--- src/rtl/fetch_pkg.sv ---
// Purpose: shared types and constants for the instruction-fetch sequencer.
// Latency: n/a (declarations only).
// Backpressure: n/a.
package fetch_pkg;

  typedef enum logic [1:0] {
    IDLE  = 2'd0,
    FETCH = 2'd1,
    HALT  = 2'd2
  } fetch_state_t;

  // Output buffer depth; two entries let one word sit in the output
  // register while the next read lands, sustaining 1 word/cycle.
  localparam int FETCH_BUF_DEPTH = 2;

endpackage

--- src/rtl/fetch_skid_fifo.sv ---
// Purpose: 2-entry FIFO with registered head, push/pop/flush and occupancy count.
// Latency: a pushed word is visible on dout the cycle after the push.
// Backpressure: none internally; the caller must never push into a full FIFO
//               (the top-level credit check guarantees this).
// Ports:
//   clk, rst     clock, synchronous active-high reset
//   push, din    write strobe and data
//   pop          head consumed this cycle (only legal when count != 0)
//   flush        discard all entries at the next edge (beats push/pop)
//   dout         head entry, stable until popped
//   count        occupancy 0..2
module fetch_skid_fifo
  import fetch_pkg::*;
#(
  parameter int W = 13
) (
  input  logic         clk,
  input  logic         rst,
  input  logic         push,
  input  logic [W-1:0] din,
  input  logic         pop,
  input  logic         flush,
  output logic [W-1:0] dout,
  output logic [1:0]   count
);

  logic [W-1:0] head;
  logic [W-1:0] tail;

  assign dout = head;

  always_ff @(posedge clk) begin
    if (rst) begin
      head  <= '0;
      tail  <= '0;
      count <= 2'd0;
    end else if (flush) begin
      count <= 2'd0;
    end else begin
      case ({push, pop})
        2'b10: begin
          if (count == 2'd0) head <= din;
          else               tail <= din;
          count <= count + 2'd1;
        end
        2'b01: begin
          head  <= tail;
          count <= count - 2'd1;
        end
        2'b11: begin
          // Occupancy is unchanged; the head either takes the new word
          // directly or advances to the old tail.
          if (count == 2'd1) begin
            head <= din;
          end else begin
            head <= tail;
            tail <= din;
          end
        end
        default: ;
      endcase
    end
  end

  // Depth is fixed at two by the head/tail structure above.
  logic unused_depth;
  assign unused_depth = (FETCH_BUF_DEPTH == 2);

endmodule

--- src/rtl/fetch_sequencer.sv ---
// Purpose: instruction-fetch sequencer between PC, synchronous program memory and decoder.
// Latency: 2 cycles from read issue to ins_valid (memory read + output buffer register).
// Backpressure: issue is credit-limited by the 2-entry output buffer; ins_ready low
//               stalls pc_inc with at most two words parked, nothing lost.
// Ports:
//   clk, rst                    clock, synchronous active-high reset
//   start                       leave IDLE and fetch from the current PC
//   pc_val, pc_max_reached      PC value and registered wrap flag
//   pc_inc, pc_overwrite,
//   pc_new_val                  PC increment / load controls
//   imem_en, imem_addr,
//   imem_rdata                  program-memory read port (data 1 cycle after en)
//   ins_valid, ins_ready,
//   ins_data, ins_addr          decoder word handshake
//   jmp_req, jmp_addr           decoder jump request (single-cycle pulse)
//   halted                      HALT reached and nothing left to deliver
module fetch_sequencer
  import fetch_pkg::*;
#(
  parameter int ADDR_W       = 5,
  parameter int INSTR_W      = 8,
  parameter bit HALT_ON_WRAP = 1'b1
) (
  input  logic               clk,
  input  logic               rst,
  input  logic               start,
  input  logic [ADDR_W-1:0]  pc_val,
  input  logic               pc_max_reached,
  output logic               pc_inc,
  output logic               pc_overwrite,
  output logic [ADDR_W-1:0]  pc_new_val,
  output logic               imem_en,
  output logic [ADDR_W-1:0]  imem_addr,
  input  logic [INSTR_W-1:0] imem_rdata,
  output logic               ins_valid,
  input  logic               ins_ready,
  output logic [INSTR_W-1:0] ins_data,
  output logic [ADDR_W-1:0]  ins_addr,
  input  logic               jmp_req,
  input  logic [ADDR_W-1:0]  jmp_addr,
  output logic               halted
);

  fetch_state_t state;
  fetch_state_t state_nxt;

  logic              inflight;       // read issued last cycle, data arriving now
  logic [ADDR_W-1:0] inflight_addr;  // address of that read
  logic [1:0]        count;
  logic [2:0]        occ;
  logic              pop;
  logic              push;
  logic              jump;
  logic              wrap_gate;
  logic              issue;
  logic [ADDR_W+INSTR_W-1:0] buf_dout;

  // A jump outside IDLE beats everything else in the same cycle.
  assign jump      = !rst && jmp_req && (state != IDLE);
  // The wrap flag blocks issue combinationally so address 0 is never read.
  assign wrap_gate = HALT_ON_WRAP && pc_max_reached;
  assign pop       = ins_valid && ins_ready;

  // Slots committed after this cycle's pop; a new read may only be issued
  // if its data is guaranteed a buffer slot when it lands.
  assign occ   = {1'b0, count} + {2'b00, inflight} - {2'b00, pop};
  assign issue = !rst && (state == FETCH) && !jump && !wrap_gate
                 && (occ < 3'(FETCH_BUF_DEPTH));

  // A jump squashes the read landing this cycle.
  assign push  = inflight && !jump;

  always_comb begin
    state_nxt    = state;
    pc_inc       = 1'b0;
    pc_overwrite = 1'b0;
    pc_new_val   = '0;
    imem_en      = 1'b0;
    imem_addr    = '0;

    case (state)
      IDLE:    if (start) state_nxt = FETCH;
      FETCH:   if (jump) state_nxt = FETCH;
               else if (wrap_gate) state_nxt = HALT;
      HALT:    if (jump) state_nxt = FETCH;
      default: state_nxt = IDLE;
    endcase

    if (jump) begin
      pc_overwrite = 1'b1;
      pc_new_val   = jmp_addr;
    end
    if (issue) begin
      pc_inc    = 1'b1;
      imem_en   = 1'b1;
      imem_addr = pc_val;
    end
  end

  always_ff @(posedge clk) begin
    if (rst) begin
      state         <= IDLE;
      inflight      <= 1'b0;
      inflight_addr <= '0;
    end else begin
      state    <= state_nxt;
      inflight <= issue;
      if (issue) inflight_addr <= pc_val;
    end
  end

  fetch_skid_fifo #(
    .W(ADDR_W + INSTR_W)
  ) u_buf (
    .clk   (clk),
    .rst   (rst),
    .push  (push),
    .din   ({inflight_addr, imem_rdata}),
    .pop   (pop),
    .flush (jump),
    .dout  (buf_dout),
    .count (count)
  );

  assign ins_valid = (count != 2'd0);
  assign ins_addr  = buf_dout[ADDR_W+INSTR_W-1:INSTR_W];
  assign ins_data  = buf_dout[INSTR_W-1:0];
  assign halted    = (state == HALT) && (count == 2'd0) && !inflight;

endmodule

--- config.mk ---
export PLATFORM = sky130hd
export DESIGN_NAME = fetch_sequencer
export DESIGN_NICKNAME = d
export VERILOG_FILES = /design/src/rtl/fetch_pkg.sv /design/src/rtl/fetch_skid_fifo.sv /design/src/rtl/fetch_sequencer.sv
export SDC_FILE = /design/constraint.sdc
export NUM_CORES = 1
export LEC_CHECK = 0
export ABC_AREA = 1
export CORE_MARGIN = 5
export CORE_UTILIZATION = 45
export DETAILED_ROUTE_END_ITERATION = 10
export PLACE_DENSITY_LB_ADDON = 0.3
export SYNTH_ARGS = -nofsm -noshare
export SYNTH_HDL_FRONTEND = slang
export SYNTH_SLANG_ARGS = --single-unit
export TNS_END_PERCENT = 1
--- constraint.sdc ---
create_clock -name clk -period 4.7 [get_ports clk]
set_clock_uncertainty 0.2 [all_clocks]
set_input_delay 1.41 -clock clk [delete_from_list [all_inputs] [get_ports clk]]
set_output_delay 1.41 -clock clk [all_outputs]
set_load 0.02 [all_outputs]
# [Word-level counts from Yosys, hierarchy flattened]
# Index checks and enable logic that the tools add are counted.
[totals] ramBits=0 wordCells=65 output_inout_bits=28 inputBits=24 mem_count=0 rom_bits=0 ff_bits=36 latch_bits=0
[op_classes] div_mod_pow=0 bitwise_logic=1 order_cmp=1 n_reduce_logical=25 n_mux=16 shifts=0 add_sub_neg=4 n_eq_ne=12 multipliers=0
[op_table] op="$mux 13" n=4
[op_table] op="$pmux 13 s3" n=1
[op_table] op="$pmux 13 s2" n=1
[op_table] op="$logic_and 1x1->1" n=10
[op_table] op="$mux 5" n=2
[op_table] op="$ne 2x2->1 const B" n=5
[op_table] op="$mux 2" n=4
[op_table] op="$reduce_bool 2->1" n=4
[op_table] op="$eq 2x1->1 const B" n=3
[op_table] op="$eq 2x2->1 const B" n=3
[op_table] op="$pmux 2 s3" n=1
[op_table] op="$reduce_and 3->1" n=2
[op_table] op="$logic_not 1->1" n=4
[op_table] op="$logic_not 2->1" n=2
[op_table] op="$pmux 2 s2" n=1
[op_table] op="$reduce_and 4->1" n=1
[op_table] op="$add 2x1->3" n=1
[op_table] op="$lt 3x2->1 const B" n=1
[op_table] op="$ne 3x3->1 const B" n=1
[op_table] op="$reduce_bool 3->1" n=1
[op_table] op="$sub 3x1->3" n=1
[op_table] op="$add 2x1->2 const B" n=1
[op_table] op="$mux 1" n=2
[op_table] op="$reduce_or 2->1" n=1
[op_table] op="other kinds (2)" n=2

# [Longest topological paths before layout]
# Gate-level depths: netlist of run 1.
[logic_depth] word_depth=8 ltp_mapped=15 depth_no_buf=13

# [Cells and area by module]
# A second synthesis of run 1 with hierarchy kept.
[unflattened] hier_cells=300 hier_area_um2=2085.8
[modules_own_cells] mod="fetch_skid_fifo" seq_area_each_um2=560.5 n_inst=1 cells_each=219 area_each_um2=1539.0
[modules_own_cells] mod="fetch_sequencer" seq_area_each_um2=160.2 n_inst=1 cells_each=81 area_each_um2=546.8

# [Least setup slack after synthesis of run 1]
# Ideal clock, no wire load.
[synth_path] path_kind="input to output" start="input port ins_ready" end="output port imem_addr[0]" slack_ps=-289 required_time_ps=3090 cell_stages=12 n_path_buf=2 arrival_ps=3379 path_cell_list="inv_1 -> nor2_4 -> inv_2 -> buf_2 -> buf_6 -> nor2_1 -> o21ai_0 -> fa_1 -> nand4_1 -> nor2_4 -> nand2_1 -> inv_1"
[synth_via] elab_chain_len=5
[synth_rtl] item="start, declared" line_no="fetch_sequencer.sv:36" rtl="input logic ins_ready,"
[synth_rtl] item="$logic_and 1x1->1" line_no="fetch_sequencer.sv:62" rtl="assign pop = ins_valid && ins_ready;"
[synth_rtl] item="$sub 3x1->3" line_no="fetch_sequencer.sv:66" rtl="assign occ = {1'b0, count} + {2'b00, inflight} - {2'b00, pop};"
[synth_rtl] item="$lt 3x2->1" line_no="fetch_sequencer.sv:68" rtl="&& (occ < 3'(FETCH_BUF_DEPTH));"
[synth_rtl] item="$logic_and 1x1->1" line_no="fetch_sequencer.sv:68"
[synth_rtl] item="$mux 5" line_no="fetch_sequencer.sv:93" rtl="if (issue) begin"
[synth_rtl] item="end, declared" line_no="fetch_sequencer.sv:33" rtl="output logic [ADDR_W-1:0] imem_addr,"
# Every way passes these cells.

# [Final worst setup path of run 1]
# Same ends and word-level chain as after synthesis.

==> metrics, run 1 <==
first-pass GRT wire length=9.38 mm; I/O Pins=52; crit path launch type=input port; failing checks=negative setup slack; Place WS=-841 ps; Final Cell Area=2910 µm²; antenna cells=0; WP data arrival=3110 ps; RSZ-0062 raised after global routing=true; Pleak=1.39 nW; Final ANT Viol Nets=0; Initial DRT Pass Iterations=4; CTS hold repair buffers=0; final hold vios=0; Initial Util=45.9%; Req. time, crit path=3090 ps; Pwr per Cell Area=480 nW/µm²; Hold Path Cell Cnt=2; Crit Path Max Fanout=5; initial antenna violation count=0; MaxCap Viol Count=0; Slew Viols, Final=0; clock buffer depth=2; cells on worst reg2reg path=15; mapped cell area=2150 µm²; hpwl dp=3.68 mm; most common cell after layout, fill and taps aside=nand2_1; grt ovf=0; setup violators final=1; Rows=25; register area share after synthesis=33.4%; max_slew headroom=53.4%; total power=1.40 mW; worst hold path class=flop to flop; maximum number of pins on one net before global-route repair=29; area grow syn2layout=35.2%; die width=79.2 µm; hold_ws=288 ps; number of vias per cell=4.98; placed cell area=2750 µm²; Mapped Cells=324; fin nets=415; post-layout util=62.1%; status=complete, but fails checks; crit share post-route=100%; peak supply drop=0.315 mV; total CTS buffers=5; commonest cells after routing, fill and taps aside=65 x nand2_1, 60 x a21oi_1, 43 x clkdlybuf4s50_1, 37 x inv_1, 36 x dfxtp_1; vias in the first global route=2,161; total clock sinks=36; Root Driver=clkbuf_8; worst skew pair latency=290 ps; Iteration-0 DRC Markers=99; gr usage total=18.4%; Final Wtd Congestion=0.798; DIE AREA=6270 µm²; total routed wirelength=5.45 mm; Tightest Pin Transition=699 ps; clock period minus worst slack=4720 ps; total number of vias=2,198; Yosys cell types=29; Placed Cells=428; H-Tree Depth=2; syn nets=353; ratio of cells with drive above 1 in the final layout=17.8%; Core ar.=4690 µm²; clk slew on worst S/H paths=70 ps; CP endpoint kind=output pin; yosys warns=0; port bufs=51; Setup TNS=-15.9 ps; TritonCTS clock tree=done; worst setup margin=-15.9 ps; # DRC=0; critical path class=input port to output pin; FF+latch count, synth=36; fmax=0.212 GHz; average size of a mapped cell=6.65 µm²; Die Y=79.2 µm; WL per Instance=12.4 µm; Post-Layout Cell Count=441
[cell families after synthesis]
kind of cell               after synthesis  synth area share (%)
xor gates and xnor gates                 2                 0.813
and+or+nand+nor                        124                  26.4
DFF                                     36                  33.4
adders and majority gates                5                  3.25
buffers and inverters                   67                  14.2
AOI/OAI and AO/OA                       90                  21.9
[critical path, cell delays in order]
cell,delay [ps]
buf_6,70
inv_4,30
nor2_4,90
inv_2,60
nor2_4,100
o21ai_2,70
fa_2,530
nand4_1,160
nor2_4,180
buf_6,120
buf_6,90
nand2_4,40
inv_2,50
buf_6,100
[final timing paths]
kind | end | slack (ps) | startpoint
worst max register to register | inflight_addr[0]$_SDFFE_PP0P_ | 1790 | u_buf.count[0]$_SDFFE_PP0P_
worst min register to register | inflight_addr[2]$_SDFFE_PP0P_ | 290 | inflight_addr[2]$_SDFFE_PP0P_
worst max-delay path | imem_addr[0] | -20 | ins_ready
worst min-delay path | inflight_addr[2]$_SDFFE_PP0P_ | 290 | inflight_addr[2]$_SDFFE_PP0P_
[synth_stat cells]
library cell	count	area (µm²)
dfxtp_1	36	721
clkbuf_1	2	7.51
nand4_1	3	18.8
ha_1	4	50.1
nor3_1	1	5.00
nand2_2	2	12.5
inv_1	43	161
nand3_2	1	10.0
o21a_1	1	7.51
a21oi_1	60	300
nand3_1	14	70.1
o21ai_1	12	60.1
nor2_2	2	12.5
nand2b_1	1	6.26
nand2_4	2	22.5
a31oi_4	1	21.3
nand2_1	70	263
buf_2	5	25.0
or2_2	1	6.26
buf_6	3	33.8
inv_2	7	26.3
nor2_4	5	56.3
a211oi_1	1	7.51
o21ai_0	15	75.1
fa_1	1	20.0
nor4_1	1	6.26
buf_4	7	52.6
nor2_1	21	78.8
xor2_1	2	17.5
[routing by layer]
metal  wire length, µm  track usage [%]  up-vias
met5                 0                0        -
met4                46             5.67        0
met3               304             5.10        6
met2              2730             32.1       61
met1              2370             21.8      976
li1                  -                -     1155
[final cells by class]
type                       count  area [µm²]
multi-input combinational    221        1160
tap                           54        67.6
clock buffer                   6        72.6
fill                         451        1780
timing repair buffer          72         669
clock inverter                 2        35.0
sequential                    36         721
inverter                      50         190
[flip-flops by register name, indices dropped and copies added, names as in the netlist]
register	flops
inflight	1
u_buf.dout	13
u_buf.tail	13
state	2
u_buf.count	2
inflight_addr	5
[repair_timing]
| action | in CTS | in global routing |
|---|---|---|
| resized for setup | 39 | 2 |
| endpoints found under the hold margin | 0 | 0 |
| endpoints found under the setup margin | 7 | 7 |
| setup buffers | 4 | 1 |
| pin swaps | 7 | 4 |
[report_power, final]
group	leakage, nW	internal (mW)	switching, mW
logic	1.05	0.291	0.421
clock network	0.0552	0.157	0.113
registers	0.292	0.372	0.0450
Note: power is estimated with default switching activity, not from simulation.
==> run 2, diff against run 1 <==
- CORE_UTILIZATION: 45 -> 53
- clock period: 4.7 -> 6 ns (I/O delays scaled with it)
==> run 2 against run 1 <==
Against the previous run:
- the run now ends clean
- worst hold slack worse by 8.1 ps
- setup slack gained 120 ps
- core utilization up 7.5 points
- via count fell by 0.82%
- final area shrank 5.2%
- sequential power shrank 22%
- flip-flop and latch count did not move
- cell count is 3.2% lower
- register-to-register slack improved by 1500 ps
- die area is 13% lower
- first-iteration DRC count up 110%
- sequential share of layout area up 1.4 points
- largest cell class unchanged
- largest power group unchanged
- highest routed layer unchanged
==> metrics, run 2 (synthesized netlist as in run 1, its figures left out) <==
Hold Path Cell Cnt=2; Pwr per Cell Area=374 nW/µm²; Crit Reg-Reg Startpoint=u_buf.count[0]$_SDFFE_PP0P_; DIE AREA=5440 µm²; gr usage total=21.0%; clock period minus worst slack=5900 ps; vias in the first global route=2,108; Crit Path Max Fanout=7; total power=1.03 mW; total number of vias=2,180; WL per Instance=12.5 µm; fmax=0.169 GHz; met3 WL post-DR=252 µm; Req. time, crit path=4000 ps; grt ovf=0; setup violators final=0; Initial DRT Pass Iterations=4; Slew Viols, Final=0; Crit path buffers/inverters=5; WP data arrival=3900 ps; area grow syn2layout=28.2%; CP max stage delay=510 ps; crit share post-route=98.3%; worst skew pair latency=280 ps; crit path cell chain=clkdlybuf4s50_1 -> inv_1 -> nor2_4 -> inv_2 -> nor2_2 -> o21ai_1 -> fa_1 -> nand4_1 -> nor2_4 -> nand2_1 -> inv_1 -> buf_4; antenna cells=0; hold path startpoint=inflight_addr[1]$_SDFFE_PP0P_; clock buffer depth=2; status=finished, final reports clean; CP max-delay cell=fa_1; worst r2r dst=inflight_addr[3]$_SDFFE_PP0P_; # DRC=0; Die Y=73.8 µm; met1 WL=2.38 mm; hold path endpoint=inflight_addr[1]$_SDFFE_PP0P_; first-pass GRT wire length=9.11 mm; Core ar.=3970 µm²; total clock sinks=36; Tightest Pin Transition=701 ps; initial antenna violation count=0; final hold vios=0; fin nets=406; Final Wtd Congestion=0.738; CP endpoint kind=output pin; Final ANT Viol Nets=0; number of vias per cell=5.11; Initial Util=54.3%; filler cell count=369; port bufs=51; r2r setup slk=3250 ps; H-Tree Depth=2; Rows=23; maximum number of pins on one net before global-route repair=29; total routed wirelength=5.34 mm; peak supply drop=0.184 mV; postcts setup bufs=0; Root Driver=clkbuf_8; total CTS buffers=5; crit path launch type=input port; Iteration-0 DRC Markers=207; I/O Pins=52; worst hold path class=flop to flop; Pleak=1.33 nW; max_slew headroom=53.3%; CTS hold repair buffers=0; critical path class=input port to output pin; hpwl dp=3.66 mm; TritonCTS clock tree=done; commonest cells after routing, fill and taps aside=69 x nand2_1, 60 x a21oi_1, 44 x clkdlybuf4s50_1, 43 x inv_1, 36 x dfxtp_1; CP delay by family, top=buffers and inverters; Max Used Layer=met4; most common cell after layout, fill and taps aside=nand2_1; die width=73.8 µm; cells on worst reg2reg path=12; hold_ws=279 ps; MaxCap Viol Count=0; RSZ-0062 raised after global routing=true; Met2 Routed Length=2.66 mm; ratio of cells with drive above 1 in the final layout=12.7%; clk slew on worst S/H paths=70 ps
-- run 2: worst register-to-register path: cells and delay by family, from the launching register on --
family	cells	cell delay, ps
DFF	1	430
and+or+nand+nor	5	760
adders and majority gates	2	770
buffers and inverters	3	350
AOI/OAI and AO/OA	2	140
-- run 2: final cells by class --
class | instances | area (µm²) | share of cell area [%]
Timing Repair Buffer | 63 | 582 | 21.1
Tap cell | 50 | 62.6 | 2.26
Sequential cell | 36 | 721 | 26.1
Multi-Input combinational cell | 221 | 1130 | 41.0
Clock inverter | 1 | 5.00 | 0.181
Inverter | 50 | 188 | 6.79
Clock buffer | 6 | 72.6 | 2.63
-- run 2: stage by stage --
step                setup TNS (ps)  std cells  area [µm²]  worst slack, ps  utilization [%]
global route                 -78.2        427        2760            -35.7             69.6
detailed placement           -2340        420        2700             -384             68.0
finish                           0        427        2760              100             69.6
CTS                              0        427        2760            0.441             69.4
floorplan                        0        324        2150              231                -
global placement             -2080        420        2700             -327             68.0
-- run 2: worst max-delay path by stage --
stage,start,end,slack [ps],depth (start not counted)
after CTS,ins_ready,imem_addr[4],0.4,12
final,ins_ready,imem_addr[0],100,12
after global placement,ins_ready,imem_addr[1],-330,12
after detailed placement,ins_ready,imem_addr[0],-380,12
after global routing,ins_ready,imem_addr[4],-40,12
after floorplan,ins_ready,imem_addr[0],230,12
-- run 2: metal layers --
layer  vias up  track usage [%]
li1       1141                -
met5         -                0
met4         0             5.23
met2        43             37.4
met3         7             4.92
met1       989             25.1
-- run 2: where the power goes --
part / total [mW] / internal [mW] / switching, mW / leakage, nW
Clock: 0.163 / 0.0789 / 0.0844 / 0.0410
Sequential: 0.324 / 0.291 / 0.0329 / 0.292
Combinational: 0.545 / 0.222 / 0.323 / 0.993
Total: 1.03 / 0.592 / 0.441 / 1.33
-- run 2: timing repair --
action,CTS,global route
gates resized for setup,21,14
gates cloned,0,0
setup endpoints to repair,7,7
pin swaps,2,2
==> run 3, diff against run 2 <==
- CAP_MARGIN: not set -> 20
==> results of run 3 <==
Final layout, timing and power as in run 2 (identical DEF).
